==> config.mk <==
export PLATFORM = sky130hd
export DESIGN_NAME = fxp_to_lns
export DESIGN_NICKNAME = d
export VERILOG_FILES = /design/src/rtl/fxp_to_lns.sv
export SDC_FILE = /design/constraint.sdc
export NUM_CORES = 1
export LEC_CHECK = 0
export CORE_AREA = 2 2 171 131
export CTS_CLUSTER_DIAMETER = 120
export DETAILED_ROUTE_END_ITERATION = 12
export DIE_AREA = 0 0 173 133
export PLACE_DENSITY = 0.69
export RECOVER_POWER = 25
export SLEW_MARGIN = 20
export SYNTH_ARGS = -nofsm -noshare
export SYNTH_HDL_FRONTEND = slang
export SYNTH_SLANG_ARGS = --single-unit
==> constraint.sdc <==
create_clock -name clk -period 9 [get_ports clk]
set_clock_uncertainty 0.2 [all_clocks]
set_input_delay 1.35 -clock clk [delete_from_list [all_inputs] [get_ports clk]]
set_output_delay 1.35 -clock clk [all_outputs]
set_load 0.01 [all_outputs]
==> src/rtl/fxp_to_lns.sv <==
// Converts signed Q8.8 fixed point to a 12-bit LNS word {sign, log2|x| as Q4.7}.
// Latency: 8 cycles from the accept edge to out_valid. One conversion is in flight at a time.
// Backpressure: in_ready is high only in IDLE. DONE holds out_data until out_ready is seen.
//
// Ports:
//   clk, rst             single clock; synchronous active-high reset
//   in_data/valid/ready  Q8.8 operand, valid/ready handshake
//   out_data/valid/ready LNS result {sgn, log[10:0]}; zero encodes as 12'h400
module fxp_to_lns (
  input  logic        clk,
  input  logic        rst,
  input  logic [15:0] in_data,
  input  logic        in_valid,
  output logic        in_ready,
  output logic [11:0] out_data,
  output logic        out_valid,
  input  logic        out_ready
);

  typedef enum logic [1:0] {
    IDLE = 2'd0,
    NORM = 2'd1,
    ITER = 2'd2,
    DONE = 2'd3
  } state_e;

  localparam logic [11:0] LNS_ZERO = 12'h400;

  state_e      state_q, state_d;
  logic        sgn_q, sgn_d;
  logic        zero_q, zero_d;
  logic [15:0] mag_q, mag_d;     // |operand|, unsigned, so 16'h8000 is 32768
  logic [15:0] m_q, m_d;         // normalised mantissa, 1.15, m[15] set after NORM
  logic [3:0]  p_q, p_d;         // integer part of log2 before bias removal
  logic [6:0]  frac_q, frac_d;   // fraction bits, filled MSB first
  logic [2:0]  cnt_q, cnt_d;     // iteration index 0..6
  logic [11:0] out_q, out_d;

  // Leading-one position of the magnitude. A zero operand gives 0, which is
  // harmless because the zero flag overrides the result.
  logic [3:0] lead;
  always_comb begin
    lead = 4'd0;
    for (int i = 0; i < 16; i++) begin
      if (mag_q[i]) lead = 4'(i);
    end
  end

  // Square of a 1.15 mantissa is a 2.30 value. Only bits [31:15] matter:
  // bit 16 of this slice says the square reached 2.0, which yields a fraction
  // bit of 1 and a renormalising shift right by one.
  logic [16:0] sq_top;
  assign sq_top = 17'(({16'h0, m_q} * {16'h0, m_q}) >> 15);

  logic [6:0] frac_nxt;
  assign frac_nxt = sq_top[16] ? (frac_q | (7'h40 >> cnt_q)) : frac_q;

  // Subtracting the Q8.8 bias of 8 from the 4-bit exponent; wraps into a
  // signed -8..+7 integer part.
  logic [3:0] exp_w;
  assign exp_w = p_q - 4'd8;

  // 11'h400 (-8.0) would collide with the zero code; it only arises for
  // mag == 1, so nudge it up by one LSB.
  logic [10:0] log_raw, log_sat;
  logic [11:0] result;
  always_comb begin
    log_raw = {exp_w, frac_nxt};
    log_sat = (log_raw == 11'h400) ? 11'h401 : log_raw;
    result  = zero_q ? LNS_ZERO : {sgn_q, log_sat};
  end

  always_comb begin
    state_d = state_q;
    sgn_d   = sgn_q;
    zero_d  = zero_q;
    mag_d   = mag_q;
    m_d     = m_q;
    p_d     = p_q;
    frac_d  = frac_q;
    cnt_d   = cnt_q;
    out_d   = out_q;

    case (state_q)
      IDLE: begin
        if (in_valid) begin
          sgn_d   = in_data[15];
          mag_d   = in_data[15] ? (~in_data + 16'd1) : in_data;
          zero_d  = (in_data == 16'd0);
          state_d = NORM;
        end
      end
      NORM: begin
        p_d     = lead;
        m_d     = mag_q << (4'd15 - lead);
        frac_d  = 7'd0;
        cnt_d   = 3'd0;
        state_d = ITER;
      end
      ITER: begin
        m_d    = sq_top[16] ? sq_top[16:1] : sq_top[15:0];
        frac_d = frac_nxt;
        cnt_d  = cnt_q + 3'd1;
        if (cnt_q == 3'd6) begin
          // Result is registered on the last iteration edge so out_valid
          // and out_data appear together.
          out_d   = result;
          state_d = DONE;
        end
      end
      DONE: begin
        if (out_ready) state_d = IDLE;
      end
      default: state_d = IDLE;
    endcase
  end

  always_ff @(posedge clk) begin
    if (rst) begin
      state_q <= IDLE;
      sgn_q   <= 1'b0;
      zero_q  <= 1'b0;
      mag_q   <= 16'd0;
      m_q     <= 16'd0;
      p_q     <= 4'd0;
      frac_q  <= 7'd0;
      cnt_q   <= 3'd0;
      out_q   <= LNS_ZERO;
    end else begin
      state_q <= state_d;
      sgn_q   <= sgn_d;
      zero_q  <= zero_d;
      mag_q   <= mag_d;
      m_q     <= m_d;
      p_q     <= p_d;
      frac_q  <= frac_d;
      cnt_q   <= cnt_d;
      out_q   <= out_d;
    end
  end

  assign in_ready  = (state_q == IDLE);
  assign out_valid = (state_q == DONE);
  assign out_data  = out_q;

endmodule
==> out/summary.txt <==
status: finished with violations
failing checks: max-capacitance violations, max-slew violations
Synth Register Bits: 62
Fill cells: 2037
clock root buffer: clkbuf_16
post-DP HPWL: 21.53 mm
worst path arrival time: 8.13 ns
Vias: 8805
hold buffer count at cts: 0
CTS Buf Count: 9
period utilisation layout: 0.9144
Final nets: 1583
Hold Startpoint: out_data[3]
initial antenna violation count: 0
Top delay family on crit path: adder cells
Placer Congestion: 0.9120
GRT overflow: 0
Cell Rows: 47
DR WL/cell: 16.69 um
number of post-CTS setup repair buffers: 0
busiest layer in global routing: met2
RSZ-0062 raised after global routing: no
cell breakdown of the critical path: inv_1 > nor2_1 > ha_1 > xor2_1 > fa_1 > inv_1 > fa_1 > fa_1 > fa_1 > inv_1 > fa_1 > inv_1 > ha_1 > and3_4 > a221o_1 > nor4_4 > o31ai_2 > or2_4 > a311oi_4 > mux2_2 > a221oi_1 > nor3_1
Worst Max-Slew Pin Slew: 2.744 ns
Layout area overhead: 7.014%
final-report setup violation count: 0
worst-path fanout max: 19
clk_lat worst skew: 0.34 ns
largest net degree at the start of global routing: 61
P per Cell Area: 249.5 nW/um2
FFs w/ async S/R, synth: 0
Buffers on Ports: 33
global-route wire length before repair: 45.18 mm
Syn Nets: 1588
Num Clock Sinks: 62
Synth Area per Inst: 8.498 um2
vias in the first global route: 8918
hold crit path type: reg -> reg
CP Launch Point: m_q[12]
Placed Cells: 1573
drt total wl: 26.53 mm
Synth area leaders: fa_1, ha_1, dfxtp_1, inv_1, nand2_1
Detailed Route Iter0 Violations: 753
most common cell after layout, fill and taps aside: inv_1
leading area contributor after synthesis: fa_1
Die Wd: 173 um
Worst slew margin: -0.8295
Crit path top cell by count: fa_1
leak pwr: 6.021 nW
Post-synth EDFFs: 0
vias per cell: 5.541
Tot GR Track Use: 0.2420
worst ir drop on vdd: 137.4 uV
Initial Utilization: 0.5113
Critical Path RT: 8.90 ns
crit path kind: reg -> reg
H-tree depth: 3
met3 Usage GRT: 0.03563
Die H: 133 um
max-slew violations: 61
sequential share of the synthesized area: 0.1128
most frequent cells in the layout: inv_1, fa_1, nand2_1, ha_1, nor2_1
met1 Usage GRT: 0.3619
M2 GR Usage: 0.3791
reg2reg start: m_q[12]
clock buffer depth: 2
# Max-Cap Violations: 1
Core Area: 21520 um2
Post-route DRC: 0
fin crit period: 8.229 ns
synthesized instance count: 1295
max incr delay on CP: 0.79 ns
CTS resizes: 0
maximum clock frequency: 121.5 MHz
# IOs: 34
Clock transition at path regs: 0.07 ns
Final ANT Viol Nets: 0
TNS Setup: 0 ns
kind of start point of the critical path: flip-flop
Buf/Inv on CP: 4
main flop type after synthesis: dfxtp_1
Critical-path top delay cell: dfxtp_1
share of layout cells above drive strength 1: 0.04170
Inserted Diodes: 0
synthesized area: 11010 um2
Ys Warns: 0
final cell count without fillers: 1589
CP Capture Type: flip-flop
Synth top area share: 0.2929
Synth cell types: 78
1st-pass router iterations: 6
CTS tree: built
Design Power: 2.939 mW
die area: 23010 um2
final hold vios: 0
==> area by class of cell <==
type	count	area, um2	area share
clock inverter	7	62.56	0.005312
inverter	276	1036	0.08796
tap	294	367.9	0.03123
timing repair buffer	38	359.1	0.03049
sequential	62	1241	0.1054
multi-input combinational	903	8486	0.7205
clock buffer	9	225.2	0.01912
==> registers in the layout (all words and copies together), names as in the netlist <==
register,cells
m_q,16
frac_q,7
out_data,12
p_q,4
state_q,2
sgn_q,1
cnt_q,3
zero_q,1
mag_q,16
==> worst register-to-register path, cell delays in order, from the launching register on <==
cell	delay, ns
dfxtp_1	0.79
inv_1	0.35
nor2_1	0.28
ha_1	0.30
xor2_1	0.19
fa_1	0.55
inv_1	0.05
fa_1	0.48
fa_1	0.45
fa_1	0.51
inv_1	0.05
fa_1	0.48
inv_1	0.04
ha_1	0.38
and3_4	0.24
a221o_1	0.39
nor4_4	0.24
o31ai_2	0.12
or2_4	0.28
a311oi_4	0.79
mux2_2	0.43
a221oi_1	0.31
nor3_1	0.09
==> metrics by stage <==
step / cell area, um2 / hold slack [ns] / setup slack (ns) / utilization
after floorplan: 11010 / 0.2315 / 2.079 / -
after global placement: 11490 / 0.2427 / 1.145 / 0.5340
after detailed placement: 11490 / 0.2487 / 1.019 / 0.5340
after CTS: 11780 / 0.2620 / 0.9505 / 0.5474
after global routing: 11780 / 0.2839 / 0.3856 / 0.5472
final: 11780 / 0.2569 / 0.7708 / 0.5472
==> cells in the mapped netlist, types with 9 or more instances <==
master / number
xnor2_1: 16
inv_1: 275
a21oi_1: 51
or2_2: 9
mux2i_1: 24
a21o_1: 14
and2_1: 39
a211oi_1: 21
nand3_1: 11
nor2_1: 106
fa_1: 161
dfxtp_1: 62
ha_1: 112
a221oi_1: 9
nor4_1: 9
o21ai_0: 26
clkbuf_1: 38
and3_1: 10
xor2_1: 18
nor3_1: 11
nand2_1: 114
==> report_power, final <==
group,switching [mW],internal (mW),total [mW]
registers,0.164,0.331,0.496
clock network,0.148,0.192,0.340
logic,1.27,0.829,2.10
==> final timing paths <==
kind / slack, ns / cells after the start / to
worst max-delay path: 0.77 / 22 / m_q[1]
worst min-delay path: 0.26 / 2 / out_data[3]
worst max register to register: 0.77 / 22 / m_q[1]
worst min register to register: 0.26 / 2 / out_data[3]
==> cell families (layout without fill, tap and decap cells) <==
family | count (synthesis) | count (layout) | synth area share
adder cells (fa/ha/maj) | 273 | 273 | 0.4202
AND/OR/NAND/NOR | 346 | 346 | 0.1484
AO/OA/AOI/OAI | 216 | 216 | 0.1413
flip-flops | 62 | 62 | 0.1128
buffers and inverters | 330 | 330 | 0.1162
XOR/XNOR | 34 | 34 | 0.02706
multiplexers | 34 | 34 | 0.03411
==> metal layers <==
layer  vias up  routed length [um]  share of wire
met5         -                   0              0
met4         0                 250         0.0094
li1       4184                   -              -
met1      4330               12830           0.48
met2       270               11770           0.44
met3        21                1673          0.063
No activity file was read; power rests on OpenSTA's default activity.
